--- src/rtl/cpu_pkg.sv ---
// Shared veriRISC constants: opcode and phase encodings plus the ALU-opcode helper.
// The controller, its phase counter and the datapath decode all import this.
package cpu_pkg;

    localparam int WIDTH = 3;

    localparam logic [WIDTH-1:0] HLT = 3'd0;
    localparam logic [WIDTH-1:0] SKZ = 3'd1;
    localparam logic [WIDTH-1:0] ADD = 3'd2;
    localparam logic [WIDTH-1:0] AND = 3'd3;
    localparam logic [WIDTH-1:0] XOR = 3'd4;
    localparam logic [WIDTH-1:0] LDA = 3'd5;
    localparam logic [WIDTH-1:0] STO = 3'd6;
    localparam logic [WIDTH-1:0] JMP = 3'd7;

    localparam logic [WIDTH-1:0] INST_ADDR  = 3'd0;
    localparam logic [WIDTH-1:0] INST_FETCH = 3'd1;
    localparam logic [WIDTH-1:0] INST_LOAD  = 3'd2;
    localparam logic [WIDTH-1:0] IDLE       = 3'd3;
    localparam logic [WIDTH-1:0] OP_ADDR    = 3'd4;
    localparam logic [WIDTH-1:0] OP_FETCH   = 3'd5;
    localparam logic [WIDTH-1:0] ALU_OP     = 3'd6;
    localparam logic [WIDTH-1:0] STORE      = 3'd7;

    // Opcodes whose result comes back through the ALU into the accumulator.
    function automatic logic is_aluop(input logic [WIDTH-1:0] op);
        return (op == ADD) || (op == AND) || (op == XOR) || (op == LDA);
    endfunction

endpackage

--- src/rtl/cpu_controller_if.sv ---
// Controller-to-datapath bundle: instruction inputs, strobes and debug phase.
// master = the sequencer, slave = the datapath/instruction register side.
interface cpu_controller_if;
    import cpu_pkg::*;

    logic [WIDTH-1:0] opcode;
    logic             zero;
    logic             sel;
    logic             rd;
    logic             ld_ir;
    logic             inc_pc;
    logic             ld_pc;
    logic             halt;
    logic             data_e;
    logic             ld_ac;
    logic             wr;
    logic [WIDTH-1:0] phase;

    modport master (
        input  opcode, zero,
        output sel, rd, ld_ir, inc_pc, ld_pc, halt, data_e, ld_ac, wr, phase
    );

    modport slave (
        output opcode, zero,
        input  sel, rd, ld_ir, inc_pc, ld_pc, halt, data_e, ld_ac, wr, phase
    );

endinterface

--- src/rtl/phase_counter.sv ---
// 3-bit wrapping instruction-phase counter; synchronous reset, held while disabled.
module phase_counter
    import cpu_pkg::*;
(
    input  logic             clk,
    input  logic             rst,
    input  logic             enable,
    output logic [WIDTH-1:0] count
);

    // NOTE: sequential state uses non-blocking assignments so every flop samples pre-edge values.
    always_ff @(posedge clk) begin
        if (rst)
            count <= INST_ADDR;
        else if (enable)
            count <= count + 3'd1;
    end

endmodule

--- src/rtl/cpu_controller.sv ---
// veriRISC instruction sequencer: steps 8 phases per instruction and decodes
// phase/opcode/zero into datapath strobes, with a sticky halt on HLT.
module cpu_controller
    import cpu_pkg::*;
(
    input  logic              clk,
    input  logic              rst,
    cpu_controller_if.master  bus
);

    logic [WIDTH-1:0] phase;
    logic             halt_req;
    logic             halt_reg;
    logic             halt;
    logic             aluop;

    logic sel, rd, ld_ir, inc_pc, ld_pc, data_e, ld_ac, wr;

    assign aluop    = is_aluop(bus.opcode);
    assign halt_req = (phase == OP_ADDR) && (bus.opcode == HLT);
    // Request term makes halt visible in the same cycle the HLT is decoded.
    assign halt     = halt_req | halt_reg;

    always_ff @(posedge clk) begin
        if (rst)
            halt_reg <= 1'b0;
        else if (halt_req)
            halt_reg <= 1'b1;
    end

    phase_counter u_phase_counter (
        .clk    (clk),
        .rst    (rst),
        .enable (!halt),
        .count  (phase)
    );

    // NOTE: every strobe gets a default before the case so no latch is inferred.
    always_comb begin
        sel    = 1'b0;
        rd     = 1'b0;
        ld_ir  = 1'b0;
        inc_pc = 1'b0;
        ld_pc  = 1'b0;
        data_e = 1'b0;
        ld_ac  = 1'b0;
        wr     = 1'b0;
        case (phase)
            INST_ADDR: begin
                sel = 1'b1;
            end
            INST_FETCH: begin
                sel = 1'b1;
                rd  = 1'b1;
            end
            INST_LOAD, IDLE: begin
                sel   = 1'b1;
                rd    = 1'b1;
                ld_ir = 1'b1;
            end
            OP_ADDR: begin
                inc_pc = (bus.opcode != HLT);
            end
            OP_FETCH: begin
                rd = aluop;
            end
            ALU_OP: begin
                rd     = aluop;
                inc_pc = (bus.opcode == SKZ) && bus.zero;
                ld_pc  = (bus.opcode == JMP);
                data_e = (bus.opcode == STO);
            end
            STORE: begin
                // JMP raises both PC strobes; the counter's load priority makes the target win.
                rd     = aluop;
                ld_ac  = aluop;
                inc_pc = (bus.opcode == JMP);
                ld_pc  = (bus.opcode == JMP);
                data_e = (bus.opcode == STO);
                wr     = (bus.opcode == STO);
            end
            default: ;
        endcase
        if (halt) begin
            sel    = 1'b0;
            rd     = 1'b0;
            ld_ir  = 1'b0;
            inc_pc = 1'b0;
            ld_pc  = 1'b0;
            data_e = 1'b0;
            ld_ac  = 1'b0;
            wr     = 1'b0;
        end
    end

    assign bus.sel    = sel;
    assign bus.rd     = rd;
    assign bus.ld_ir  = ld_ir;
    assign bus.inc_pc = inc_pc;
    assign bus.ld_pc  = ld_pc;
    assign bus.halt   = halt;
    assign bus.data_e = data_e;
    assign bus.ld_ac  = ld_ac;
    assign bus.wr     = wr;
    assign bus.phase  = phase;

endmodule

--- src/flat_wrapper.sv ---
// flat-port wrapper written by rule: the top's interface ports become plain ports
module cpu_controller_flat import cpu_pkg::*;
  (clk, rst, bus_opcode, bus_zero, bus_sel, bus_rd, bus_ld_ir, bus_inc_pc, bus_ld_pc, bus_halt, bus_data_e, bus_ld_ac, bus_wr, bus_phase);
  cpu_controller_if bus_i ();
  input  logic clk;
  input  logic rst;
  input wire logic [$bits(bus_i.opcode)-1:0] bus_opcode;
  input wire logic [$bits(bus_i.zero)-1:0] bus_zero;
  output wire logic [$bits(bus_i.sel)-1:0] bus_sel;
  output wire logic [$bits(bus_i.rd)-1:0] bus_rd;
  output wire logic [$bits(bus_i.ld_ir)-1:0] bus_ld_ir;
  output wire logic [$bits(bus_i.inc_pc)-1:0] bus_inc_pc;
  output wire logic [$bits(bus_i.ld_pc)-1:0] bus_ld_pc;
  output wire logic [$bits(bus_i.halt)-1:0] bus_halt;
  output wire logic [$bits(bus_i.data_e)-1:0] bus_data_e;
  output wire logic [$bits(bus_i.ld_ac)-1:0] bus_ld_ac;
  output wire logic [$bits(bus_i.wr)-1:0] bus_wr;
  output wire logic [$bits(bus_i.phase)-1:0] bus_phase;
  assign bus_i.opcode = bus_opcode;
  assign bus_i.zero = bus_zero;
  assign bus_sel = bus_i.sel;
  assign bus_rd = bus_i.rd;
  assign bus_ld_ir = bus_i.ld_ir;
  assign bus_inc_pc = bus_i.inc_pc;
  assign bus_ld_pc = bus_i.ld_pc;
  assign bus_halt = bus_i.halt;
  assign bus_data_e = bus_i.data_e;
  assign bus_ld_ac = bus_i.ld_ac;
  assign bus_wr = bus_i.wr;
  assign bus_phase = bus_i.phase;
  cpu_controller u_core (.clk(clk), .rst(rst), .bus(bus_i));
endmodule
--- config.mk ---
export PLATFORM = sky130hd
export DESIGN_NAME = cpu_controller_flat
export DESIGN_NICKNAME = d
export VERILOG_FILES = /design/src/rtl/cpu_pkg.sv /design/src/rtl/cpu_controller_if.sv /design/src/rtl/phase_counter.sv /design/src/rtl/cpu_controller.sv /design/src/flat_wrapper.sv
export SDC_FILE = /design/constraint.sdc
export NUM_CORES = 1
export LEC_CHECK = 0
export CAP_MARGIN = 20
export CORE_UTILIZATION = 30
export CTS_CLUSTER_DIAMETER = 80
export DETAILED_ROUTE_END_ITERATION = 8
export PLACE_DENSITY = 0.7
export SETUP_SLACK_MARGIN = 0.5
export SKIP_CTS_REPAIR_TIMING = 1
export SLEW_MARGIN = 20
export SYNTH_ARGS = -nofsm -noshare
export SYNTH_HDL_FRONTEND = slang
export SYNTH_SLANG_ARGS = --single-unit
--- constraint.sdc ---
create_clock -name clk -period 4.45 [get_ports clk]
set_clock_uncertainty 0.05 [all_clocks]
set_input_delay 0.89 -clock clk [delete_from_list [all_inputs] [get_ports clk]]
set_output_delay 0.89 -clock clk [all_outputs]
set_load 0.02 [all_outputs]
==> results by group, run 1 <==
Final layout
  – # nets final: 77
  – Largest register FFs: 3
  – Antenna Cells: 0
  – Post-Layout Cell Count: between 70 and 80
  – Area delta synth->final: 52.1%
  – Share of cells above drive strength 1: between 10% and 20%

Global routing
  – Initial antenna violation count: 0
  – First-pass GRT wire length: 1430 µm
  – Largest net degree at the start of global routing: 14
  – Gr ovfl total: 0
  – Vias in the first global route: roughly 310
  – GRT Overall Usage: between 10% and 20%

Route
  – DR iter-0 viols: 9
  – DR vias: roughly 370
  – Top sig layer: met3
  – DR WL met3: around 61 µm
  – Routed Antenna Nets: 0
  – Met2 routed WL: 351 µm
  – DRC Markers: 0
  – WL per Instance: 11.1 µm
  – TritonRoute pass-1 iters: 4
  – Routed wire length: 867 µm
  – Wl on met1: ~450 µm
  – Via/cell ratio: around 4.8

Die
  – Initial Utilization: about a third
  – I/O Pins: 18
  – Die Wd: between 30 and 40 µm
  – FP Rows: 12
  – Core area: approximately 1200 µm²
  – Die area: about 1500 µm²
  – Die height: approximately 38 µm

Power
  – Pwr dens: around 240 nW/µm²
  – Psw: about 47 µW
  – Sequential Power Share: 32.6%
  – Comb pwr share: 35.5%
  – Cell-internal power: approximately 94 µW
  – Max VDD drop: about 0.14 mV
  – LEAKAGE: ~0.23 nW
  – Net Sw Frac: 33.1%
  – Clock network fraction of total power: a little under a third

Hold path
  – WHS Path Cells: 2
  – Hold Crit Endpoint: u_core.u_phase_counter.count[1]
  – Hold Startpoint: u_core.u_phase_counter.count[1]
  – Min-delay worst type: flop to flop

Yosys
  – Synth async-reset ratio: 0%
  – Most used DFF post-synth: dfxtp_1
  – Synth top cells by count: 6 x nor2_1, 5 x ha_1, 4 x dfxtp_1
  – Syn Std Cell Area: ~390 µm²
  – Mapped Nets: 56
  – Synth warn: 0
  – Avg Cell Area, Syn: slightly below 9 µm²
  – Number of synthesized flops with an enable pin: 0
  – Yosys reg bits: 4
  – Post-synth top area share: 20.3%
  – Most frequent cell after synthesis: nor2_1
  – Post-Syn Instances: 45
  – Synth top area cells: dfxtp_1 20%, ha_1 16%, nor2_1 5.7%, a31oi_4 5.4%, nor3_2 5.1%
  – Yosys cell types: 24
  – Yosys top cell by area: dfxtp_1
  – Register area share after synthesis: between 20% and 30%

Timing
  – Slew HR: about two thirds
  – Final Slew Violations: 0
  – Min cycle time layout: roughly 3.7 ns
  – Fmax: between 200 and 300 MHz
  – Slew @ Worst Pin: around 0.48 ns
  – Final hold violations: 0
  – # setup viols final: 0
  – Post-route setup TNS: 0 ns
  – Final period utilization: a little over 80%
  – RSZ-0062 raised after global routing: no

Worst setup path
  – Slowest cell on crit path: clkdlybuf4s50_1
  – Worst reg-to-reg path cell count: 4
  – Critical path capture point type: output port
  – Worst path cell trace: clkdlybuf4s50_1 -> nor3_2 -> a31oi_4 -> inv_4 -> a311oi_2 -> clkdlybuf4s50_1
  – Worst Setup Start Kind: primary input
  – R2R setup slack: around 2.8 ns
  – Worst Path Arrival: 2.75 ns
  – Biggest cell delay along the critical path: 0.63 ns
  – Worst path most repeated cell: clkdlybuf4s50_1
  – R2R Path End: u_core.u_phase_counter.count[0]
  – Crit-path max FO: 6
  – Worst path required time: 3.51 ns
  – R2R Path Start: u_core.u_phase_counter.count[1]
  – Worst setup path class: primary input to output port

CTS
  – Clock Path Buffers: 2
  – Root buffer selected by CTS: clkbuf_4
  – Number of buffers created by CTS: 3
  – Worst-path clk slew: 0.04 ns
  – CTS tree: built
  – CTS H-Tree Depth: 1
  – Sink Count: 4
  – Latest clock arrival within the worst-skew pair: approximately 0.23 ns

Place
  – RD Place Congestion: between 0.7 and 0.8
  – PortBufs: 17
  – Placed cell count: 75
  – Detailed Place HPWL: roughly 690 µm

Outcome
  – Status: finished clean

Job
  – Max-capacitance violation count: 0
## metal layers
metal	track usage (%)	up-vias
li1	-	200
met1	19.3	160
met2	19.5	13
met3	8.72	0
met4	5.36	0
met5	0	-
## cell families (layout without fill, tap and decap cells)
family | after synthesis | count (layout) | share of synthesized area, %
mux | 2 | 2 | 6.35
flops | 4 | 4 | 20.3
simple gates | 20 | 20 | 28.3
fa+ha+maj | 5 | 5 | 15.9
buf+inv | 5 | 24 | 5.71
compound gates | 8 | 8 | 21.3
xor+xnor | 1 | 1 | 2.22
## final cells by class
class                           instances  area (µm²)
Tap cell                               14        17.5
Inverter                                4        17.5
Fill cell                             121         557
Sequential cell                         4        80.1
Multi-Input combinational cell         36         292
Clock buffer                            3        22.5
Timing Repair Buffer                   17         170
## power groups by stage
stage | Combinational, mW | Clock, mW | Sequential, mW
floorplan | 0.0265 | 0 | 0.0467
global placement | 0.0502 | 0 | 0.0464
detailed placement | 0.0505 | 0 | 0.0465
CTS | 0.0505 | 0.0475 | 0.0459
global route | 0.0548 | 0.0514 | 0.0470
finish | 0.0500 | 0.0450 | 0.0460
## critical path, delay by kind of cell
family	cells	cell delay, ns
buffers and inverters	3	1.31
AO/OA/AOI/OAI	2	0.46
AND/OR/NAND/NOR	1	0.09
## placed cells by master (no fill, tap or decap), drive strengths merged, types with 2 or more instances in the layout
master and count:
clkdlybuf4s50 17, nor2 6, ha 5, dfxtp 4
inv 4, nor3 4, nand2b 3, nand2 3
clkbuf 3, nand3 2
## worst max path at each step
stage                   from  slack [ns]  cells after the start    endpoint
2_1_floorplan  bus_opcode[1]        1.84                      3  bus_inc_pc
3_3_place_gp   bus_opcode[0]        0.75                      6  bus_inc_pc
3_5_place_dp   bus_opcode[0]        0.74                      6  bus_inc_pc
4_1_cts        bus_opcode[0]        0.73                      6  bus_inc_pc
5_1_grt        bus_opcode[0]        0.65                      6  bus_inc_pc
6_report       bus_opcode[1]        0.76                      6  bus_inc_pc
## through the flow
| stage | total power, mW | hold WS (ns) | setup WS [ns] | area [µm²] | utilization, % |
|---|---|---|---|---|---|
| floorplan | 0.0732 | 0.542 | 1.84 | 394 | - |
| global placement | 0.0967 | 0.561 | 0.748 | 577 | 49.9 |
| detailed placement | 0.0970 | 0.563 | 0.741 | 577 | 49.9 |
| CTS | 0.144 | 0.557 | 0.735 | 599 | 51.8 |
| global route | 0.153 | 0.610 | 0.650 | 599 | 51.8 |
| finish | 0.141 | 0.558 | 0.763 | 599 | 51.8 |
No activity file was read; power rests on OpenSTA's default activity.
==> inputs of run 2 (changes only) <==
==> constraint.sdc (replaced) <==
create_clock -name clk -period 3.62 [get_ports clk]
set_clock_uncertainty 0.05 [all_clocks]
set_input_delay 0.724 -clock clk [delete_from_list [all_inputs] [get_ports clk]]
set_output_delay 0.724 -clock clk [all_outputs]
set_load 0.02 [all_outputs]
==> run 2 against run 1 <==
  * Critical endpoint is now bus_wr
  * Combinational power grew 21%
  * Largest power group unchanged
  * Die area did not move
  * Design area rose by 2.9%
==> results by group, run 2 (synthesized netlist as in run 1, its figures left out) <==
Outcome
  – Status: finished clean

Timing
  – Post-route setup TNS: 0 ns
  – Final Slew Violations: 0
  – Fmax: approximately 340 MHz
  – # setup viols final: 0
  – RSZ-0062 raised after global routing: no
  – Min cycle time layout: between 2 and 3 ns
  – Final hold violations: 0
  – Slew HR: between 60% and 70%
  – Final period utilization: roughly 82%
  – Worst hold slack: around 0.56 ns
  – Slew @ Worst Pin: 0.471 ns

CTS
  – CTS H-Tree Depth: 1
  – Sink Count: 4
  – Root buffer selected by CTS: clkbuf_4
  – Latest clock arrival within the worst-skew pair: between 0.2 and 0.25 ns
  – Clock Path Buffers: 2
  – CTS tree: built
  – Number of buffers created by CTS: 3
  – Worst-path clk slew: ~0.040 ns

Die
  – FP Rows: 12
  – Core area: roughly 1200 µm²
  – I/O Pins: 18
  – Initial Utilization: between 30 and 40%
  – Die Wd: 38.2 µm
  – Die height: between 30 and 40 µm
  – Die area: 1460 µm²

Route
  – DR vias: 376
  – Routed wire length: roughly 870 µm
  – TritonRoute pass-1 iters: 4
  – WL per Instance: roughly 11 µm
  – DR iter-0 viols: 7
  – DRC Markers: 0
  – Routed Antenna Nets: 0
  – Via/cell ratio: about 4.8

Worst setup path
  – Crit-path max FO: 5
  – Worst Path Arrival: 2.21 ns
  – Worst path required time: 2.85 ns
  – R2R Path End: u_core.u_phase_counter.count[0]
  – Worst setup path class: primary input to output port
  – R2R setup slack: approximately 2.0 ns
  – Critical path capture point type: output port
  – Worst reg-to-reg path cell count: 4
  – R2R Path Start: u_core.u_phase_counter.count[1]
  – Worst Setup Start Kind: primary input

Power
  – Clock network fraction of total power: between 30% and 40%
  – Max VDD drop: roughly 0.18 mV
  – Net Sw Frac: 33.2%
  – Sequential Power Share: between 30% and 40%
  – LEAKAGE: around 0.33 nW
  – Comb pwr share: approximately a third
  – Psw: between 50 and 60 µW
  – Cell-internal power: 115 µW
  – Pwr dens: around 280 nW/µm²

Global routing
  – Largest net degree at the start of global routing: 14
  – Vias in the first global route: 314
  – Initial antenna violation count: 0
  – Gr ovfl total: 0
  – GRT Overall Usage: 14.8%
  – First-pass GRT wire length: 1430 µm

Final layout
  – # nets final: between 70 and 80
  – Fillers: approximately 110
  – Multi-input logic area: 292 µm²
  – Share of cells above drive strength 1: between 15 and 20%
  – Register area: 80.1 µm²
  – Area delta synth->final: 56.5%
  – Commonest non-fill, non-tap cell in the layout: clkdlybuf4s50_1
  – Most frequent cells in the layout: 10 x clkdlybuf4s50_1, 7 x dlymetal6s2s_1, 6 x nor2_1, 5 x ha_1, 4 x dfxtp_1
  – Largest register FFs: 3
  – Antenna Cells: 0

Place
  – Detailed Place HPWL: approximately 690 µm
  – PortBufs: 17
  – RD Place Congestion: roughly 0.72

Hold path
  – Min-delay worst type: flop to flop
  – WHS Path Cells: 2
  – Hold Crit Endpoint: u_core.u_phase_counter.count[1]
  – Hold Startpoint: u_core.u_phase_counter.count[1]

Job
  – Max-capacitance violation count: 0
run 2: how the worst max path moves through the flow:
stage,startpoint,slack [ns],to
floorplan,u_core.u_phase_counter.count[1],1.20,bus_inc_pc
global placement,bus_opcode[0],0.25,bus_inc_pc
detailed placement,bus_opcode[0],0.24,bus_inc_pc
CTS,bus_opcode[0],0.24,bus_inc_pc
global route,bus_opcode[2],0.57,bus_wr
finish,bus_opcode[2],0.64,bus_wr
run 2: worst max-delay path, stage by stage:
cell             delay (ns)
clkdlybuf4s50_1        0.58
nand2_1                0.14
nor3_1                 0.14
clkdlybuf4s50_1        0.62
run 2: metal layers:
layer | track usage [%] | share of wire, % | up-vias
met3 | 8.72 | 7.2 | 0
met2 | 19.5 | 41 | 13
met4 | 5.36 | 0 | 0
met1 | 19.3 | 51 | 163
met5 | 0 | 0 | -
li1 | - | - | 200
run 2: layout make-up:
cell class                 instances  area share, %
sequential                         4           13.0
tap                               14           2.84
multi-input combinational         36           47.3
clock buffer                       3           3.65
timing repair buffer              17           30.4
inverter                           4           2.84
run 2: power groups by stage:
stage / logic, mW / clock network [mW] / registers (mW)
final: 0.0606 / 0.0553 / 0.0565
after floorplan: 0.0326 / 0 / 0.0574
after global routing: 0.0666 / 0.0631 / 0.0578
after CTS: 0.0621 / 0.0584 / 0.0564
after global placement: 0.0618 / 0 / 0.0571
after detailed placement: 0.0621 / 0 / 0.0571
run 2: through the flow:
step | setup WS (ns) | std cells | power (mW) | cell area (µm²) | util, %
after detailed placement | 0.243 | 75 | 0.119 | 577 | 49.9
after global placement | 0.250 | 75 | 0.119 | 577 | 49.9
final | 0.641 | 78 | 0.172 | 617 | 53.4
after global routing | 0.570 | 78 | 0.188 | 617 | 53.4
after floorplan | 1.20 | 45 | 0.0900 | 394 | -
after CTS | 0.237 | 78 | 0.177 | 599 | 51.8
==> inputs of run 3 (changes only) <==
==> constraint.sdc (replaced) <==
create_clock -name clk -period 2.8 [get_ports clk]
set_clock_uncertainty 0.05 [all_clocks]
set_input_delay 0.56 -clock clk [delete_from_list [all_inputs] [get_ports clk]]
set_output_delay 0.56 -clock clk [all_outputs]
set_load 0.02 [all_outputs]
==> run 3 against run 2 <==
  * Clock power rose by 35%
  * Sequential power rose by 22%
  * Register-to-register slack got worse by 0.64 ns
  * Hold slack got worse by 0.098 ns
  * Combinational power rose by 53%
  * Non-clock buffer count rose by 9
  * Count of clock-buffer cells in the layout did not move
  * Sequential share of layout area fell by 1.1 points
  * Sequential cell count did not move
  * Critical path type is now flop to output port
  * Largest cell class unchanged
  * Largest power group unchanged
==> results by group, run 3 (synthesized netlist as in run 1, its figures left out) <==
CTS
  – Root buffer selected by CTS: clkbuf_4
  – Latest clock arrival within the worst-skew pair: 0.24 ns
  – Worst-path clk slew: 0.04 ns
  – CTS H-Tree Depth: 1
  – Sink Count: 4
  – Clock Path Buffers: 2
  – CTS tree: built
  – Number of buffers created by CTS: 3

Power
  – Pwr dens: 344 nW/µm²
  – Total Power: about 240 µW
  – LEAKAGE: 0.400 nW
  – Max VDD drop: roughly 0.26 mV

Final layout
  – # nets final: between 80 and 90
  – Final instance area: roughly 700 µm²
  – Commonest non-fill, non-tap cell in the layout: buf_4
  – Antenna Cells: 0
  – Share of cells above drive strength 1: a little over a third
  – Most frequent cells in the layout: 10 x buf_4, 9 x dlymetal6s2s_1, 6 x nor2_1, 5 x clkdlybuf4s50_1, 4 x ha_1
  – Post-Layout Cell Count: 87
  – Area delta synth->final: 74.0%
  – Largest register FFs: 3
  – Core Util, Final: between 50% and 60%

Global routing
  – First-pass GRT wire length: 1880 µm
  – Vias in the first global route: about 430
  – GRT Overall Usage: between 10% and 20%
  – Initial antenna violation count: 0
  – Gr ovfl total: 0
  – Largest net degree at the start of global routing: 10

Route
  – Routed Antenna Nets: 0
  – DR iter-0 viols: 2
  – Via/cell ratio: between 4 and 5
  – DRC Markers: 0
  – Routed wire length: between 1000 and 1500 µm
  – TritonRoute pass-1 iters: 2
  – WL per Instance: around 13 µm
  – DR vias: ~430

Place
  – RD Place Congestion: between 0.7 and 0.8
  – PortBufs: 17
  – DP Worst Slack: -0.200 ns
  – Placed cell count: 84
  – Detailed Place HPWL: ~840 µm
  – Cell Area, Placed: between 600 and 700 µm²

Hold path
  – Min-delay worst type: flop to flop
  – WHS Path Cells: 2
  – Hold Crit Endpoint: u_core.u_phase_counter.count[1]
  – Hold Startpoint: u_core.u_phase_counter.count[1]

Die
  – Initial Utilization: 34.1%
  – FP Rows: 12
  – Die height: around 38 µm
  – I/O Pins: 18
  – Core area: 1160 µm²
  – Die area: between 1000 and 1500 µm²
  – Die Wd: about 38 µm

Outcome
  – Status: finished clean

Worst setup path
  – Worst Setup Start Kind: flop
  – Worst Path Arrival: 1.60 ns
  – Slowest cell on crit path: dfxtp_1
  – R2R Path End: u_core.u_phase_counter.count[0]
  – Critical path capture point type: output port
  – R2R setup slack: around 1.3 ns
  – Critical Path Start: u_core.u_phase_counter.count[2]
  – Crit-path max FO: 9
  – Worst path required time: around 2.2 ns
  – Biggest cell delay along the critical path: approximately 0.51 ns
  – Worst setup path class: flop to output port
  – Worst path cell trace: ha_1 -> a32o_1 -> nand2_1 -> a311oi_2 -> buf_4
  – Worst reg-to-reg path cell count: 5
  – R2R Path Start: u_core.u_phase_counter.count[0]

Timing
  – Post-route setup TNS: 0 ns
  – Min cycle time layout: 2.21 ns
  – Slew HR: 78.0%
  – Worst Slack Setup Final: between 0.5 and 0.6 ns
  – Final Slew Violations: 0
  – Final hold violations: 0
  – # setup viols final: 0
  – Fmax: roughly 450 MHz
  – Final period utilization: approximately four fifths
  – Slew @ Worst Pin: ~0.33 ns
  – Worst hold slack: roughly 0.46 ns
  – RSZ-0062 raised after global routing: yes

Job
  – Max-capacitance violation count: 0
==> run 3: area by class of cell <==
type                            count  area (µm²)
Fill cell                         102         470
Clock buffer                        3        22.5
Timing Repair Buffer               26         248
Inverter                            4        17.5
Multi-Input combinational cell     36         299
Sequential cell                     4        81.3
Tap cell                           14        17.5
==> run 3: power by group <==
part | switching, mW | internal, mW
Clock | 0.0264 | 0.0481
Sequential | 0.00695 | 0.0620
Combinational | 0.0470 | 0.0456
Total | 0.0803 | 0.156
==> run 3: how the worst max path moves through the flow <==
stage | endpoint | slack, ns | cells past startpoint
floorplan | bus_inc_pc | 0.54 | 5
global placement | bus_inc_pc | -0.16 | 5
detailed placement | bus_inc_pc | -0.20 | 5
CTS | bus_inc_pc | -0.20 | 5
global route | bus_inc_pc | 0.50 | 5
finish | bus_inc_pc | 0.59 | 5
==> run 3: critical path, delay by kind of cell (launching register included) <==
| family | cells | cell delay (ns) |
|---|---|---|
| compound gates | 2 | 0.38 |
| fa+ha+maj | 1 | 0.23 |
| buf+inv | 1 | 0.18 |
| flops | 1 | 0.51 |
| simple gates | 1 | 0.06 |
==> run 3: metal layers <==
metal | vias up | routed length, µm | track usage (%)
met5 | - | 0 | 0
met4 | 0 | 25 | 10.7
met3 | 3 | 46 | 1.74
met2 | 14 | 572 | 33.9
met1 | 194 | 447 | 21.0
li1 | 220 | - | -
